==> config.mk <==
export PLATFORM = sky130hd
export DESIGN_NAME = flit_inject_arbiter
export DESIGN_NICKNAME = d
export VERILOG_FILES = /design/src/rtl/noc_pkg.sv /design/src/rtl/rr_arbiter.sv /design/src/rtl/flit_inject_arbiter.sv
export SDC_FILE = /design/constraint.sdc
export NUM_CORES = 1
export LEC_CHECK = 0
export CAP_MARGIN = 20
export CORE_AREA = 2 2 141 143
export CTS_CLUSTER_DIAMETER = 120
export DETAILED_ROUTE_END_ITERATION = 10
export DIE_AREA = 0 0 143 145
export PLACE_DENSITY = 0.66
export SYNTH_ARGS = -nofsm -noshare
export SYNTH_HDL_FRONTEND = slang
export SYNTH_SLANG_ARGS = --single-unit
==> constraint.sdc <==
create_clock -name clk -period 2.7 [get_ports clk]
set_clock_uncertainty 0.1 [all_clocks]
set_input_delay 0.675 -clock clk [delete_from_list [all_inputs] [get_ports clk]]
set_output_delay 0.675 -clock clk [all_outputs]
set_load 0.01 [all_outputs]
==> src/rtl/noc_pkg.sv <==
// Shared NoC flit definitions: type-field layout, flit type encodings and arbiter FSM states.
// Used by the packet generators, the injection arbiter and the router input stage.
package noc_pkg;

  localparam int FLIT_W   = 64;
  localparam int TYPE_MSB = FLIT_W - 1;
  localparam int TYPE_LSB = FLIT_W - 2;

  typedef enum logic [1:0] {
    FLIT_TYPE_ILLEGAL = 2'b00,
    FLIT_TYPE_BODY    = 2'b01,
    FLIT_TYPE_TAIL    = 2'b10,
    FLIT_TYPE_HEAD    = 2'b11
  } flit_type_e;

  typedef enum logic {
    ST_IDLE   = 1'b0,
    ST_LOCKED = 1'b1
  } arb_state_e;

  // Takes the two type bits rather than a whole flit so callers with a non-default width can reuse it.
  function automatic flit_type_e flit_type(input logic [1:0] type_bits);
    return flit_type_e'(type_bits);
  endfunction

endpackage

==> src/rtl/rr_arbiter.sv <==
// Combinational round-robin picker: first asserted request at or after ptr, wrapping N-1 -> 0.
module rr_arbiter #(
  parameter int N     = 4,
  parameter int IDX_W = (N > 1) ? $clog2(N) : 1
) (
  input  logic [N-1:0]     req,
  input  logic [IDX_W-1:0] ptr,
  output logic [IDX_W-1:0] gnt_idx,
  output logic             gnt_vld
);

  int j;

  // NOTE: every always_comb output gets a default before any branch so no latch can be inferred.
  always_comb begin
    gnt_vld = 1'b0;
    gnt_idx = '0;
    j       = 0;
    // Walk offsets from farthest to nearest so the nearest requester is the last (winning) assignment.
    for (int i = N - 1; i >= 0; i--) begin
      j = int'(ptr) + i;
      if (j >= N) j = j - N;
      if (req[j]) begin
        gnt_vld = 1'b1;
        gnt_idx = IDX_W'(j);
      end
    end
  end

endmodule

==> src/rtl/flit_inject_arbiter.sv <==
// Wormhole injection arbiter: round-robin grant on a head flit, held until the owner's tail is accepted.
// Flits and handshakes pass through combinationally while locked; counts packets and flags protocol errors.
module flit_inject_arbiter #(
  parameter int N_SRC  = 4,
  parameter int FLIT_W = noc_pkg::FLIT_W,
  parameter int CNT_W  = 32,
  parameter int IDX_W  = (N_SRC > 1) ? $clog2(N_SRC) : 1
) (
  input  logic                    clk,
  input  logic                    reset,
  input  logic [N_SRC*FLIT_W-1:0] src_flit,
  input  logic [N_SRC-1:0]        src_wr_req,
  output logic [N_SRC-1:0]        src_wr_ack,
  output logic [FLIT_W-1:0]       out_flit,
  output logic                    out_wr_req,
  input  logic                    out_wr_ack,
  output logic                    grant_vld,
  output logic [IDX_W-1:0]        grant_idx,
  output logic [CNT_W-1:0]        pkt_count,
  output logic                    protocol_err
);

  import noc_pkg::*;

  arb_state_e       state_q, state_d;
  logic [IDX_W-1:0] grant_idx_q, grant_idx_d;
  logic [IDX_W-1:0] rr_ptr_q, rr_ptr_d;
  logic [CNT_W-1:0] cnt_q, cnt_d;
  logic             err_q, err_d;
  logic             first_beat_q, first_beat_d;

  logic [N_SRC-1:0] eligible;
  logic [IDX_W-1:0] arb_idx;
  logic             arb_vld;

  logic [FLIT_W-1:0] sel_flit;
  logic              sel_req;
  flit_type_e        sel_type;
  logic              xfer;
  logic              bad_beat;

  always_comb begin
    eligible = '0;
    for (int i = 0; i < N_SRC; i++) begin
      eligible[i] = src_wr_req[i] &&
                    (flit_type(src_flit[i*FLIT_W + FLIT_W - 2 +: 2]) == FLIT_TYPE_HEAD);
    end
  end

  rr_arbiter #(
    .N     (N_SRC),
    .IDX_W (IDX_W)
  ) u_rr_arbiter (
    .req     (eligible),
    .ptr     (rr_ptr_q),
    .gnt_idx (arb_idx),
    .gnt_vld (arb_vld)
  );

  assign sel_flit = src_flit[grant_idx_q*FLIT_W +: FLIT_W];
  assign sel_req  = src_wr_req[grant_idx_q];
  assign sel_type = flit_type(sel_flit[FLIT_W-1 -: 2]);
  assign xfer     = (state_q == ST_LOCKED) && sel_req && out_wr_ack;

  // The first beat must still be the head that won arbitration; later heads mean a missing tail.
  assign bad_beat = (sel_type == FLIT_TYPE_ILLEGAL) ||
                    ( first_beat_q && (sel_type != FLIT_TYPE_HEAD)) ||
                    (!first_beat_q && (sel_type == FLIT_TYPE_HEAD));

  always_comb begin
    state_d      = state_q;
    grant_idx_d  = grant_idx_q;
    rr_ptr_d     = rr_ptr_q;
    cnt_d        = cnt_q;
    err_d        = err_q;
    first_beat_d = first_beat_q;
    out_flit     = '0;
    out_wr_req   = 1'b0;
    src_wr_ack   = '0;

    unique case (state_q)
      ST_IDLE: begin
        if (arb_vld) begin
          grant_idx_d  = arb_idx;
          first_beat_d = 1'b1;
          state_d      = ST_LOCKED;
        end
      end
      ST_LOCKED: begin
        out_flit                = sel_flit;
        out_wr_req              = sel_req;
        src_wr_ack[grant_idx_q] = out_wr_ack & sel_req;
        if (xfer) begin
          first_beat_d = 1'b0;
          if (bad_beat) err_d = 1'b1;
          if (sel_type == FLIT_TYPE_TAIL) begin
            cnt_d    = cnt_q + CNT_W'(1);
            rr_ptr_d = (grant_idx_q == IDX_W'(N_SRC - 1)) ? '0 : grant_idx_q + IDX_W'(1);
            state_d  = ST_IDLE;
          end
        end
      end
      default: state_d = ST_IDLE;
    endcase
  end

  // NOTE: sequential state uses non-blocking assignments so every register samples pre-edge values.
  always_ff @(posedge clk) begin
    if (reset) begin
      state_q      <= ST_IDLE;
      grant_idx_q  <= '0;
      rr_ptr_q     <= '0;
      cnt_q        <= '0;
      err_q        <= 1'b0;
      first_beat_q <= 1'b0;
    end else begin
      state_q      <= state_d;
      grant_idx_q  <= grant_idx_d;
      rr_ptr_q     <= rr_ptr_d;
      cnt_q        <= cnt_d;
      err_q        <= err_d;
      first_beat_q <= first_beat_d;
    end
  end

  assign grant_vld    = (state_q == ST_LOCKED);
  assign grant_idx    = grant_idx_q;
  assign pkt_count    = cnt_q;
  assign protocol_err = err_q;

endmodule

# After elaboration in Yosys (flattened, before gate mapping)
# Cells that the tools add are included.
dict set report classes {
  add_sub_neg 9
  bitwise 3
  reduce_logical 17
  n_eq_ne 10
  n_shift 1
  n_lt_le_gt_ge 10
  mux 39
}
# op count
set ops {}
lappend ops {{indexed part select 256 x 9 -> 64 bit} 1}
lappend ops {{< comparator 32 x 4 -> 1 bit (second input constant)} 4}
lappend ops {{two-way mux 32 bit} 4}
lappend ops {{>= comparator 32 x 4 -> 1 bit (second input constant)} 3}
lappend ops {{subtractor 32 x 4 -> 32 bit (second input constant)} 3}
lappend ops {{two-way mux 64 bit} 1}
lappend ops {{adder 32 x 1 -> 32 bit (second input constant)} 1}
lappend ops {{two-way mux 1 bit} 20}
lappend ops {{== test 2 bit (second input constant)} 7}
lappend ops {{binary-select mux 1 bit (select 2 bit)} 5}
lappend ops {{two-way mux 2 bit} 5}
lappend ops {{logical AND 1 bit} 9}
lappend ops {{adder 2 x 2 -> 3 bit (second input constant)} 2}
lappend ops {{AND reduction 3 bit} 2}
lappend ops {{bitwise AND 4 bit} 1}
lappend ops {{two-way mux 4 bit} 1}
lappend ops {{inequality test 2 bit (second input constant)} 2}
lappend ops {{case mux 1 bit (2 select lines)} 2}
lappend ops {{AND reduction 2 bit} 2}
lappend ops {{subtractor 2 x 3 -> 4 bit (second input constant)} 1}
lappend ops {{adder 2 x 1 -> 3 bit (second input constant)} 1}
lappend ops {{>= comparator 2 x 3 -> 1 bit (second input constant)} 1}
lappend ops {{< comparator 2 x 3 -> 1 bit (second input constant)} 1}
lappend ops {{adder 2 x 1 -> 2 bit (second input constant)} 1}
lappend ops {{8 further kinds} 9}
dict set report totals {
  output_inout_bits 105
  elab_cells 95
  in_bits 263
  reg_bits 39
}

# Depth between registers and ports, before layout
dict set report logic_depth {
  depth_word 12
  ltp_mapped 8
  depth_no_buf 6
}

# By module
# A second synthesis with hierarchy kept.
dict set report hier_totals {
  cells_unflattened 385
  area_unflattened_um2 3941.3
}
# mod instances area_per_inst_um2 seq_area_each_um2 cells_per_inst
set modules_own_cells {}
lappend modules_own_cells {flit_inject_arbiter 1 3863.7 780.7 372}
lappend modules_own_cells {rr_arbiter 1 77.6 0.0 13}

# Worst setup path after synthesis
# Ideal clock, no wire load.
dict set report synth_path {
  path_kind {register to output}
  from {reg grant_idx_q[0] (netlist: grant_idx[0])}
  to {out out_flit[10]}
  path_buffers 3
  required_time_ps 1925
  arrival_time_ps 2153
  setup_slack_ps -228
  stages_incl_launch_ff 6
  path_cell_list {dfxtp_1 > clkbuf_1 > buf_2 > buf_1 > mux4_2 > and2_1}
}
dict set report synth_between {
  elab_chain_len 2
}
# item line
set synth_rtl {}
lappend synth_rtl {{start: declaration} flit_inject_arbiter.sv:26} ;# logic [IDX_W-1:0] grant_idx_q, grant_idx_d;
lappend synth_rtl {{start signal: assignment} flit_inject_arbiter.sv:118} ;# grant_idx_q <= grant_idx_d;
lappend synth_rtl {{indexed part select 256 x 9 -> 64 bit} flit_inject_arbiter.sv:60} ;# assign sel_flit = src_flit[grant_idx_q*FLIT_W +: FLIT_W];
lappend synth_rtl {{two-way mux 64 bit} flit_inject_arbiter.sv:81} ;# unique case (state_q)
lappend synth_rtl {{end: declaration} flit_inject_arbiter.sv:14} ;# output logic [FLIT_W-1:0] out_flit,
# Every way passes these cells.

# Final worst setup path
dict set report layout_path {
  from {in src_flit[189]}
  to {out out_flit[61]}
}
dict set report layout_between {
  elab_chain_len 2
}
# item line
set layout_rtl {}
lappend layout_rtl {{start: declaration} flit_inject_arbiter.sv:11} ;# input logic [N_SRC*FLIT_W-1:0] src_flit,
lappend layout_rtl {{indexed part select 256 x 9 -> 64 bit} flit_inject_arbiter.sv:60}
lappend layout_rtl {{two-way mux 64 bit} flit_inject_arbiter.sv:81}
# Every way passes these cells.

==> results list <==
- Status: completed
- Worst skew pair latency: between 200 and 300 ps
* Number of standard cells after synthesis: 391
- The initial antenna violation count is 11.
- Leaving out filler cells and counting taps, the final layout contains between 1k and 1.5k.
- Remaining antenna violation count after routing: 0
- The critical path contains buffers and inverters numbering 2 combined.
- Floorplan die height: 145 microns
- The number of different library cells used by synthesis comes to 39.
- The core region is a little under 20000 sq um.
* Critical path start-end classification: input port to output pin
- The number of pins with negative max-slew slack in the final report was 0.
- Seq/Total Area, Yosys: around 20%
- In this run the horizontal extent of the chip is 143 microns.
* Mean number of vias per cell: roughly 4.7
* Initial core utilization: roughly a fifth
- Final worst path period share: 99.5%
* Path type of the worst min-delay path: flop to flop
- The H-tree was split into 2 levels.
* Critical path data required time: 1920 ps
* Die area: between 20000 and 25000 sq um
* Weighted congestion reported at the end of routability-driven placement: 0.943
- Placed wire-length estimate after detailed placement: around 20 mm
- Clock sinks: 39
- Crit path max fanout: 1
- DR pass1 iterations: 4
* Total wirelength of the detailed-routed design: approximately 24 mm
- Entering global routing, the biggest net connects 50 pins.
- Maximum clock frequency: roughly 370 MHz
- Actual transition at the worst max-transition pin: roughly 380 ps
- On the critical path the largest part of the delay comes from buffers and inverters.
- Crit-path slowest cell: mux4_2
- After clock tree synthesis, the clock-pin slew on the worst setup and hold paths is 60 ps.
- In the synthesized netlist the async set-or-reset flop fraction comes to 0%.
- Synthesized netlist net count: roughly 660
- Setup violators final: 0
- Final Hold Violating Endpoints: 0
- Initial drt markers: 307
* Number of buffers inserted during clock tree synthesis: 5
- Number of filler instances in the final layout: approximately 1.9k
- Count of flip-flops with a built-in enable after synthesis: 0
- The mapped netlist covers approximately 3900 sq um.
- VDD sags by at most ~0.22 mV.
* FF+latch count, synth: 39
* Critical Path End Type: output pin
- Averaged over all synthesized cells, the footprint is just over 10 sq um.
- Number of top-level design ports: roughly 370
- Area growth from synthesis to layout: 109%
- TritonCTS built the clock tree.
* Post-route setup slack: approximately 13 ps
- In the final layout, the share of cells above drive strength 1 is roughly 29%.
* R2R setup slack: roughly 130 ps
- Slew headroom: 74.6%
- The final layout contains 1053 nets.
- The routed layout has around 5.0k vias.
- The library cell used most frequently in the layout, excluding fill and tap cells, is clkdlybuf4s50_1.
- Cell chosen for the clock root: clkbuf_16
- Global routing used a little under a quarter of the available tracks across all layers.
- Pwr/cell area: between 200 and 300 nW/um^2
- The via count of the first global-routing pass came to 5254.
- Among all flip-flop cells after synthesis, the most frequent one is dfxtp_1.
* Global-route wire length before repair: approximately 35 mm
* Arrival time of the worst setup path: ~1900 ps
* Avg WL per Cell: roughly 23 microns
- The analysis attributes to cell leakage a power of 3.24 nW.
- Input/output buffers: approximately 370
- During synthesis, Yosys emitted a total of 0 warnings.
- Sum of overflow across all layers after global routing: 0
- The worst setup path is launched from an input port.
* Final min period: 2690 ps
- Including well taps, the total number of placed cells is around 1.0k.
- Number of buffers on the longest clock path: 2
* Most used cells in the layout excluding fill and tap cells: clkdlybuf4s50_1, mux4_2, buf_2
- Setup repair after global routing could not meet its margin everywhere.
* Worst-path cell chain: clkdlybuf4s50_1 > mux4_2 > and2_4 > buf_2
- Timing analysis after detailed placement gives a worst setup slack of -661 ps.
- After floorplanning, the core was divided into 51 placement rows.
* Max-cap violations: 0
- The largest single stage delay on the critical path is slightly above 500 ps.
- DRC viols: 0
* # hold bufs at CTS: 0
-- layer usage --
metal	vias to the layer above	wire (microns)	global-route usage [%]
li1	2291	-	-
met2	258	11700	37.7
met3	27	2750	8.94
met1	2409	9340	28.6
met4	8	238	2.33
met5	-	49	0
-- metrics by stage --
stage                     hold slack (ps)  util (%)  total power, mW  instance area (sq um)  setup TNS (ps)
after floorplan                       363         -             1.07                   3950           -10.8
after global placement                337      42.7             1.87                   8210          -29720
after detailed placement              344      42.7             1.86                   8210          -29900
after CTS                             352      42.2             2.35                   8100               0
after global routing                  357      42.9             2.48                   8230           -19.9
final                                 349      42.9             2.36                   8250               0
-- worst min-delay path, delay by kind of cell (launching register included) --
| family | cells | cell delay [ps] |
|---|---|---|
| flip-flops | 1 | 300 |
| buffers and inverters | 1 | 40 |
| AO/OA/AOI/OAI | 1 | 50 |
-- synthesized netlist by cell type (all sizes together) (4+ instances only) --
library cell	number	share of area, %
and2	69	11
mux4	65	37
dfxtp	39	20
nor2	27	2.6
clkbuf	22	2.1
nand3	18	2.3
a21oi	14	1.8
xnor2	13	2.9
or3	12	1.9
nand2	11	1.0
nor4	11	1.7
o21ai	11	1.4
buf	10	1.0
and3	8	1.3
xor2	8	1.8
inv	7	0.67
nand4	7	1.1
ha	5	1.6
nor3	5	0.63
and4	4	0.89
nor2b	4	0.63
or4	4	0.86
-- cell type report --
class	instances	area [sq um]	area share, %
multi-input cells	313	3080	37.4
repair buffers	419	3860	46.8
flip-flops and latches	39	790	9.57
well taps	265	332	4.02
clock inverters	1	5.00	0.0607
diodes	7	17.5	0.212
inverters	7	26.3	0.319
clock buffers	7	133	1.61
-- final timing paths --
kind,cells after the start,to,startpoint
setup reg to reg,6,pkt_count[31],grant_idx[1]
hold reg to reg,2,protocol_err,protocol_err
setup / recovery,4,out_flit[61],src_flit[189]
hold / removal,2,protocol_err,protocol_err
-- kinds of logic (layout without fill, tap and decap cells) --
group                    Yosys count  in the layout  share of synthesized area (%)
XOR/XNOR                          21             21                           4.66
other                              0              7                              0
flip-flops                        39             39                           19.8
AND/OR/NAND/NOR                  185            185                           27.1
buffers and inverters             39            434                           3.78
AO/OA/AOI/OAI                     34             34                           5.04
adder cells (fa/ha/maj)            5              5                           1.59
multiplexers                      68             68                           38.0
-- power by group --
part	leakage (nW)	total [mW]	internal [mW]	switching, mW
clock network	0.0679	0.560	0.341	0.219
logic	2.86	1.20	0.756	0.440
registers	0.317	0.605	0.584	0.0212
-- registers in the layout (all words and copies together) (netlist names) --
name,flops
pkt_count,32
protocol_err,1
first_beat_q,1
grant_idx,2
rr_ptr_q,2
grant_vld,1
-- what timing repair did --
action                     CTS  global route
setup endpoints to repair   78            24
pin swaps                   11             3
setup buffers                4            11
resized for setup          329            31
(Power assumes the default switching activity.)
